## src/rtl/intr_pkg.sv

```systemverilog
// Shared definitions for the interrupt controller: FSM encoding, register map, reset vector base.
// Latency: none, because the package holds only types and constants. Backpressure: none.
package intr_pkg;

    typedef enum logic [1:0] {
        ST_IDLE    = 2'd0,
        ST_REQ     = 2'd1,
        ST_SERVICE = 2'd2
    } state_t;

    localparam logic [1:0] ADDR_MASK     = 2'd0;
    localparam logic [1:0] ADDR_PENDING  = 2'd1;
    localparam logic [1:0] ADDR_VEC_BASE = 2'd2;
    localparam logic [1:0] ADDR_STATUS   = 2'd3;

    localparam logic [31:0] VEC_RST_DEFAULT = 32'h0000_0200;

endpackage

```

## src/rtl/intr_prio_enc.sv

```systemverilog
// Fixed-priority encoder: the lowest set index wins, and valid is set when any bit is set.
// Latency: combinational. Backpressure: none.
module intr_prio_enc #(
    parameter int N = 8
) (
    input  logic [N-1:0] i_vec,
    output logic         o_vld,
    output logic [3:0]   o_idx
);

    always_comb begin
        o_vld = |i_vec;
        o_idx = 4'd0;
        // Scan downward so the lowest set index is the last one written.
        for (int i = N - 1; i >= 0; i--) begin
            if (i_vec[i]) o_idx = 4'(i);
        end
    end

endmodule

```

## src/rtl/intr_ctrl.sv

```systemverilog
// Edge-triggered interrupt controller with a mask, W1C pending register and IDLE/REQ/SERVICE handshake.
// Latency: INTR rises 1 edge after PENDING&MASK; the request stays frozen until an ACK edge, and the next request waits for EOI.
module intr_ctrl
    import intr_pkg::*;
#(
    parameter int          N_SRC   = 8,
    parameter logic [31:0] VEC_RST = VEC_RST_DEFAULT
) (
    input  logic             sys_clk,
    input  logic             reset_n,
    input  logic [N_SRC-1:0] irq,
    input  logic             INT_ACK,
    input  logic             cfg_wr,
    input  logic [1:0]       cfg_addr,
    input  logic [31:0]      cfg_wdata,
    output logic [31:0]      cfg_rdata,
    output logic             INTR,
    output logic [31:0]      vector,
    output logic [3:0]       irq_id
);

    state_t             r_state;
    state_t             w_state_nxt;
    logic [N_SRC-1:0]   r_irq_q;
    logic               r_ack_q;
    logic [N_SRC-1:0]   r_mask;
    logic [N_SRC-1:0]   r_pend;
    logic [31:0]        r_vec_base;
    logic [31:0]        r_vector;
    logic [3:0]         r_irq_id;

    logic [N_SRC-1:0]   w_irq_rise;
    logic               w_ack_rise;
    logic [N_SRC-1:0]   w_masked;
    logic               w_sel_vld;
    logic [3:0]         w_sel_idx;
    logic               w_wr_mask;
    logic               w_wr_pend;
    logic               w_wr_base;
    logic               w_wr_status;
    logic               w_take;
    logic               w_ack_take;
    logic [N_SRC-1:0]   w_clr;
    logic [N_SRC-1:0]   w_pend_nxt;

    assign w_irq_rise  = irq & ~r_irq_q;
    assign w_ack_rise  = INT_ACK & ~r_ack_q;
    assign w_masked    = r_pend & r_mask;

    assign w_wr_mask   = cfg_wr && (cfg_addr == ADDR_MASK);
    assign w_wr_pend   = cfg_wr && (cfg_addr == ADDR_PENDING);
    assign w_wr_base   = cfg_wr && (cfg_addr == ADDR_VEC_BASE);
    assign w_wr_status = cfg_wr && (cfg_addr == ADDR_STATUS);

    intr_prio_enc #(
        .N (N_SRC)
    ) u_prio (
        .i_vec (w_masked),
        .o_vld (w_sel_vld),
        .o_idx (w_sel_idx)
    );

    always_comb begin
        w_state_nxt = r_state;
        case (r_state)
            ST_IDLE:    if (w_sel_vld)   w_state_nxt = ST_REQ;
            ST_REQ:     if (w_ack_rise)  w_state_nxt = ST_SERVICE;
            ST_SERVICE: if (w_wr_status) w_state_nxt = ST_IDLE;
            default:                     w_state_nxt = ST_IDLE;
        endcase
    end

    assign w_take     = (r_state == ST_IDLE) && (w_state_nxt == ST_REQ);
    assign w_ack_take = (r_state == ST_REQ) && (w_state_nxt == ST_SERVICE);

    // A fresh rising edge wins over a same-cycle clear on the same bit.
    always_comb begin
        for (int i = 0; i < N_SRC; i++) begin
            w_clr[i] = (w_wr_pend && cfg_wdata[i]) || (w_ack_take && (r_irq_id == 4'(i)));
        end
        w_pend_nxt = (r_pend & ~w_clr) | w_irq_rise;
    end

    always_ff @(posedge sys_clk or negedge reset_n) begin
        if (!reset_n) begin
            r_state <= ST_IDLE;
        end else begin
            r_state <= w_state_nxt;
        end
    end

    always_ff @(posedge sys_clk or negedge reset_n) begin
        if (!reset_n) begin
            r_irq_q    <= '0;
            r_ack_q    <= 1'b0;
            r_mask     <= '0;
            r_pend     <= '0;
            r_vec_base <= VEC_RST;
            r_vector   <= 32'd0;
            r_irq_id   <= 4'd0;
        end else begin
            r_irq_q <= irq;
            r_ack_q <= INT_ACK;
            r_pend  <= w_pend_nxt;
            if (w_wr_mask) r_mask     <= cfg_wdata[N_SRC-1:0];
            if (w_wr_base) r_vec_base <= cfg_wdata;
            // The current base is sampled, so a same-edge base write only affects later requests.
            if (w_take) begin
                r_irq_id <= w_sel_idx;
                r_vector <= r_vec_base + {26'd0, w_sel_idx, 2'b00};
            end
        end
    end

    always_comb begin
        cfg_rdata = 32'd0;
        case (cfg_addr)
            ADDR_MASK:     cfg_rdata[N_SRC-1:0] = r_mask;
            ADDR_PENDING:  cfg_rdata[N_SRC-1:0] = r_pend;
            ADDR_VEC_BASE: cfg_rdata            = r_vec_base;
            ADDR_STATUS:   cfg_rdata[5:0]       = {r_state, r_irq_id};
            default:       cfg_rdata            = 32'd0;
        endcase
    end

    // Decoded straight from the state register, so reset drops it without a clock edge.
    assign INTR   = (r_state == ST_REQ);
    assign vector = r_vector;
    assign irq_id = r_irq_id;

endmodule

```

## config.mk

```make
export PLATFORM = sky130hd
export DESIGN_NAME = intr_ctrl
export DESIGN_NICKNAME = d
export VERILOG_FILES = /design/src/rtl/intr_pkg.sv /design/src/rtl/intr_prio_enc.sv /design/src/rtl/intr_ctrl.sv
export SDC_FILE = /design/constraint.sdc
export NUM_CORES = 1
export LEC_CHECK = 0
export ABC_AREA = 1
export BUFFER_PORTS_ARGS = -buffer_cell sky130_fd_sc_hd__buf_2
export CAP_MARGIN = 20
export CORE_MARGIN = 8
export CORE_UTILIZATION = 44
export DETAILED_ROUTE_END_ITERATION = 8
export PLACE_DENSITY = 0.71
export SLEW_MARGIN = 20
export SYNTH_ARGS = -nofsm -noshare
export SYNTH_HDL_FRONTEND = slang
export SYNTH_HIERARCHICAL = 1
export SYNTH_SLANG_ARGS = --single-unit
```

## constraint.sdc

```tcl
create_clock -name sys_clk -period 2.2 [get_ports sys_clk]
set_clock_uncertainty 0.05 [all_clocks]
set_input_delay 0 -clock sys_clk [delete_from_list [all_inputs] [get_ports sys_clk]]
set_output_delay 0 -clock sys_clk [all_outputs]
set_load 0.01 [all_outputs]
```

-- Word level (Yosys, flattened, before mapping)
Cells that the tools add are included.
- register bits after elaboration: 95
- latch bits: 0
- bits in writable memories: 0
- memory bits (read-only): 0
- input bits: 46
- output and inout port bits: 69
- logic and storage cells: 80
- memories: 0
- add/sub/neg operators: 1
- multiply operators: 0
- divide/modulo/power cells: 0
- $lt $le $gt $ge: 0
- eq/ne operators: 14
- shift-type cells: 0
- mux-type cells: 15
- bitwise logic cells: 8
- reductions and logical operators: 34
- operators by type and width (kind ; number):
    adder 32 x 6 -> 32 bit ; 1
    bitwise AND 8 bit ; 3
    2-to-1 mux 24 bit ; 1
    2-to-1 mux 3 bit ; 8
    one-hot mux 6 bit (4 select lines) ; 1
    logical AND 1 bit ; 22
    == test 4 x 3 -> 1 bit (second input constant) ; 4
    inverter 8 bit ; 2
    one-hot mux 2 bit (3 select lines) ; 2
    == test 2 bit (second input constant) ; 4
    == test 4 x 2 -> 1 bit (second input constant) ; 2
    logical OR 1 bit ; 8
    bitwise OR 8 bit ; 1
    OR reduction 8 bit ; 1
    == test 2 x 1 -> 1 bit (second input constant) ; 3
    2-to-1 mux 2 bit ; 3
    == test 4 x 1 -> 1 bit (second input constant) ; 1
    zero test 2 bit ; 2
    zero test 4 bit ; 1
    bitwise AND 1 bit ; 1
    inverter 1 bit ; 1

-- Longest topological paths before layout
- depth after elaboration: 11
- mapped depth: 22
- gate-level depth less buffers: 22

-- Hierarchy
Netlist, hierarchy kept.
- modules (own cells, without submodules) (module ; times used ; cells an instance ; area each (um2) ; seq. area each (um2)):
    intr_ctrl ; 1 ; 658 ; 4969.8 ; 2378.5
    intr_prio_enc ; 1 ; 24 ; 110.1 ; 0.0

-- Worst setup path before layout
Ideal clock, no wire load.
- path kind: register to register
- start: register r_mask[6]
- end: register r_vector[30] (netlist: vector[30])
- library setup time: 0.116 ns
- data arrival time: 2.185 ns
- required time: 2.034 ns
- path slack: -0.151 ns
- cell stages (with the launch flop): 23
- path buffers: 0
- clock period less this slack: 2.351 ns
- path through: dfrtp_1 nand2_1 inv_1 inv_1 nand2_1 nand2_1 nand2_1 nand2_1 nand2_1 a21oi_1 ha_1 inv_1 fa_1 inv_1 nand2_1 nand2_4 nand2_1 nor2_4 nand2_1 nand2_1 nand2_1 nand2_1 nand2_1
- cells in the longest elaborated chain, start to end: 9
- elaborated cells between the ends (all ways): 14
- those cells by class: add/sub: 1; eq/ne: 1; mux: 9; bitwise: 1; reduce/logical: 2
- RTL lines (element ; RTL line ; RTL):
    start, declared ; intr_ctrl.sv:26 ; logic [N_SRC-1:0] r_mask;
    start signal, assigned ; intr_ctrl.sv:105 ; if (w_wr_mask) r_mask <= cfg_wdata[N_SRC-1:0];
    bitwise AND 8 bit ; intr_ctrl.sv:48 ; assign w_masked = r_pend & r_mask;
    named net w_masked[6] ; intr_ctrl.sv:34 ; logic [N_SRC-1:0] w_masked;
    2-to-1 mux 3 bit (7 in series) ; intr_prio_enc.sv:16 ; if (i_vec[i]) o_idx = 4'(i);
    named net w_sel_idx[0] ; intr_ctrl.sv:36 ; logic [3:0] w_sel_idx;
    adder 32 x 6 -> 32 bit ; intr_ctrl.sv:110 ; r_vector <= r_vec_base + {26'd0, w_sel_idx, 2'b00};
    end signal, assigned ; intr_ctrl.sv:110 ;
    end, declared ; intr_ctrl.sv:29 ; logic [31:0] r_vector;
The timed path passes the listed nets, and every way through them passes these cells.
A chain may end at the register's enable or synchronous reset.

-- Worst setup path after layout
- start: register r_pend[6]
- end: register r_vector[28] (netlist: vector[28])
- cells in the longest elaborated chain, start to end: 9
- elaborated cells between the ends (all ways): 14
- those cells by class: add/sub: 1; eq/ne: 1; mux: 9; bitwise: 1; reduce/logical: 2
- RTL lines (element ; RTL line ; RTL):
    start, declared ; intr_ctrl.sv:27 ; logic [N_SRC-1:0] r_pend;
    start signal, assigned ; intr_ctrl.sv:104 ; r_pend <= w_pend_nxt;
    bitwise AND 8 bit ; intr_ctrl.sv:48 ;
    named net w_masked[6] ; intr_ctrl.sv:34 ;
    2-to-1 mux 3 bit (7 in series) ; intr_prio_enc.sv:16 ;
    named net w_sel_idx[0] ; intr_ctrl.sv:36 ;
    adder 32 x 6 -> 32 bit ; intr_ctrl.sv:110 ;
The timed path passes the listed nets, and every way through them passes these cells.

==> results_dict.tcl <==
set metrics [dict create \
    status "complete, but fails checks" \
    violations "negative setup slack" \
    synth_nets 733 \
    rsz0062_at_grt "yes" \
    drtAntennaViolNets 0 \
    initialDrtViolationCount 613 \
    synth_edf_count 0 \
    htree_levels 3 \
    startpoint_type "flop" \
    synth_cells 682 \
    tightest_slew_ns 0.710 \
    route.detailed.drc 0 \
    cellPowerDensity_nw_per_um2 1070 \
    overflow 0 \
    max-clock-path-buffers 2 \
    yosysWarnings 6 \
    layout-drive-gt1-share_pct 28.7 \
    clockRootBuffer "clkbuf_16" \
    synthFlopType "dfrtp_1" \
    viasPerCell 5.17 \
    cp.buffers_inverters 4 \
    yosys.area.top_type_share_pct 46.3 \
    clkTransAtPathRegs_ns 0.07 \
    hold_slack_ns 0.132 \
    worstPathArrival_ns 2.75 \
    ir_drop_uv 494 \
    cpPeakStageDelay_ns 0.39 \
    synth_area_leaders "dfrtp_1 (46%), nand2_1 (17%), nor2_1 (6.4%), inv_1 (6.1%), nand3_1 (3.9%)" \
    dieHeight_microns 123 \
    numCtsBuffers 9 \
    antenna_found_initial 0 \
    core_sq_um 11300 \
    cpMaxStageDelayCell "dfrtp_1" \
    cp_common_cell "nand2_1" \
    pre_cts_ws_ns -0.233 \
    cap_viol_max_count 0 \
    num_vias 5325 \
    power_uw 7700 \
    yosysSeqAreaShare_pct 46.8 \
    gp_congestion 0.919 \
    slew_viol_final 0 \
    crit_family "simple AND/OR/NAND/NOR gates" \
    period_needed_ns 2.55 \
    die_width_microns 123 \
    max-slew-margin-rel_pct 52.7 \
    antenna_cells 0 \
    placementRows 39 \
    ios 115 \
    routedWlPerCell_microns 16.4 \
    end_kind "flop" \
    syn_to_final_growth_pct 42.1 \
    cts_tree "done" \
    grt_pass1_vias 5234 \
    max_freq_ghz 0.392 \
    nets 933 \
    clk_latency_ns 0.35 \
    grt_pass1_wl_microns 26200 \
    critPathRequiredTime_ns 2.40 \
    setup_viol 27 \
    worstPathCellList "nand2_1 > inv_2 > inv_2 > nand2_1 > nand2_1 > nand2_1 > nand2_1 > nand2_1 > a21oi_2 > ha_2 > inv_2 > fa_2 > inv_2 > nand2_4 > nand2_4 > nand3_4 > nor2_4 > nand2_1 > nand2_1 > nand2_1 > nand2_1 > nand2_1" \
    synth_top_area_cell "dfrtp_1" \
    critPathKind "flop to flop" \
    avgSynthCellArea_sq_um 7.45 \
    fin_crit_sh_pct 116 \
    grt_max_degree 65 \
    worstPathMaxFanout 3 \
    reg2regPathDepth 22 \
    cts.sinks 95 \
    p_leak_uw 0.00382 \
    dr.pass1.iters 5 \
    holdCritPathClass "input port to asynchronous set/reset pin" \
    dp_hpwl_microns 11200 \
    path_depth 22 \
    synth_most_common_cell "nand2_1" \
    ys_types 38 \
    die_area_sq_um 15200 \
    io_buffers 114 \
    routed_wl_microns 16900 \
    hold_viol 0 \
    initial_core_util_pct 44.9 \
    synth_seq_cells 95 \
    synth_common_cells "nand2_1 (225), dfrtp_1 (94), nor2_1 (86)" \
    synthArstFlopShare_pct 100 \
    track_usage_pct 21.9 \
    netlist_area_sq_um 5080 \
    fin_ws_ns -0.350 \
]
metal layers:
layer	track usage, %	wire length, microns	vias to the layer above
li1	-	-	2545
met1	28.3	7330	2530
met4	7.07	332	0
met5	0	0	-
met3	5.34	1240	29
met2	35.3	7980	221
placed cells by master, fill, tap and decap left out, types with 3 or more instances in the layout:
cell type	count
nand2_1	204
buf_2	113
dfrtp_1	94
nor2_1	83
inv_1	75
dlygate4sd3_1	43
buf_4	38
nand3_1	31
o21ai_1	27
a21oi_1	24
nand4_1	15
nand2_2	13
nand2_4	13
clkbuf_16	11
inv_2	9
nor2_4	7
o21ai_0	7
xor2_1	7
nand3_2	7
nor2_2	6
o2111ai_1	5
a31oi_1	5
buf_6	5
nand3_4	4
buf_12	4
o21ai_2	3
clkinvlp_4	3
path summary, 6_finish.rpt:
kind                                      startpoint                        end  slack [ns]
worst max-delay path             r_pend[6]$_DFF_PN0_     vector[28]$_DFFE_PN0P_       -0.35
worst min-delay path                         reset_n       r_irq_q[1]$_DFF_PN0_        0.13
worst max register to register   r_pend[6]$_DFF_PN0_     vector[28]$_DFFE_PN0P_       -0.35
worst min register to register  r_irq_q[2]$_DFF_PN0_        r_pend[2]$_DFF_PN0_        0.35
max in group asynchronous                    reset_n  r_vec_base[9]$_DFFE_PN1P_        1.24
min in group sys_clk                          irq[0]       r_irq_q[0]$_DFF_PN0_        0.24
state kept, by name, indices dropped and copies added, names as in the netlist:
signal	cells
irq_id	4
r_ack_q	1
r_irq_q	8
r_mask	8
r_pend	8
r_state	2
r_vec_base	32
vector	32
stage by stage:
step | instances | util (%) | instance area, sq um | TNS (ns)
final | 1030 | 63.7 | 7220 | -5.26
after global routing | 1030 | 63.7 | 7220 | -8.36
after CTS | 1025 | 61.8 | 7000 | -3.52
after detailed placement | 951 | 52.8 | 5980 | -3.17
after global placement | 951 | 52.8 | 5980 | -1.48
after floorplan | 682 | - | 5100 | -0.286
worst register-to-register path, delay by kind of cell (launching register included):
family | cells | cell delay (ns)
flip-flops | 1 | 0.39
AND/OR/NAND/NOR | 15 | 1.08
buffers and inverters | 4 | 0.18
adder cells (fa/ha/maj) | 2 | 0.57
AO/OA/AOI/OAI | 1 | 0.16
area by class of cell:
type / instances / area (sq um)
fillers: 957 / 4100
multi-input cells: 483 / 2510
flip-flops and latches: 95 / 2380
clock buffers: 11 / 243
well taps: 143 / 179
repair buffers: 207 / 1510
clock inverters: 5 / 57.6
inverters: 86 / 335
cell families after synthesis:
kind of cell / Yosys count / share of synthesized area (%)
buffers and inverters: 105 / 8.84
DFF: 95 / 46.8
and+or+nand+nor: 393 / 33.3
xor gates and xnor gates: 8 / 1.38
adders and majority gates: 5 / 1.38
AOI/OAI and AO/OA: 75 / 8.23
other: 1 / 0.0738
power by group:
group / switching [uW] / internal [uW] / leakage, uW
Combinational: 1960 / 1460 / 0.00258
Clock: 713 / 912 / 0.000138
Sequential: 407 / 2250 / 0.00109
Total: 3080 / 4620 / 0.00382
what timing repair did:
item	4_1_cts	5_1_grt
gates cloned	2	2
pin swaps	30	27
buffers inserted	14	6
setup endpoints to repair	26	37
hold endpoints to repair	101	0
hold buffers	43	0
gates resized for setup	49	38
Power figures use the tool's default switching activity.
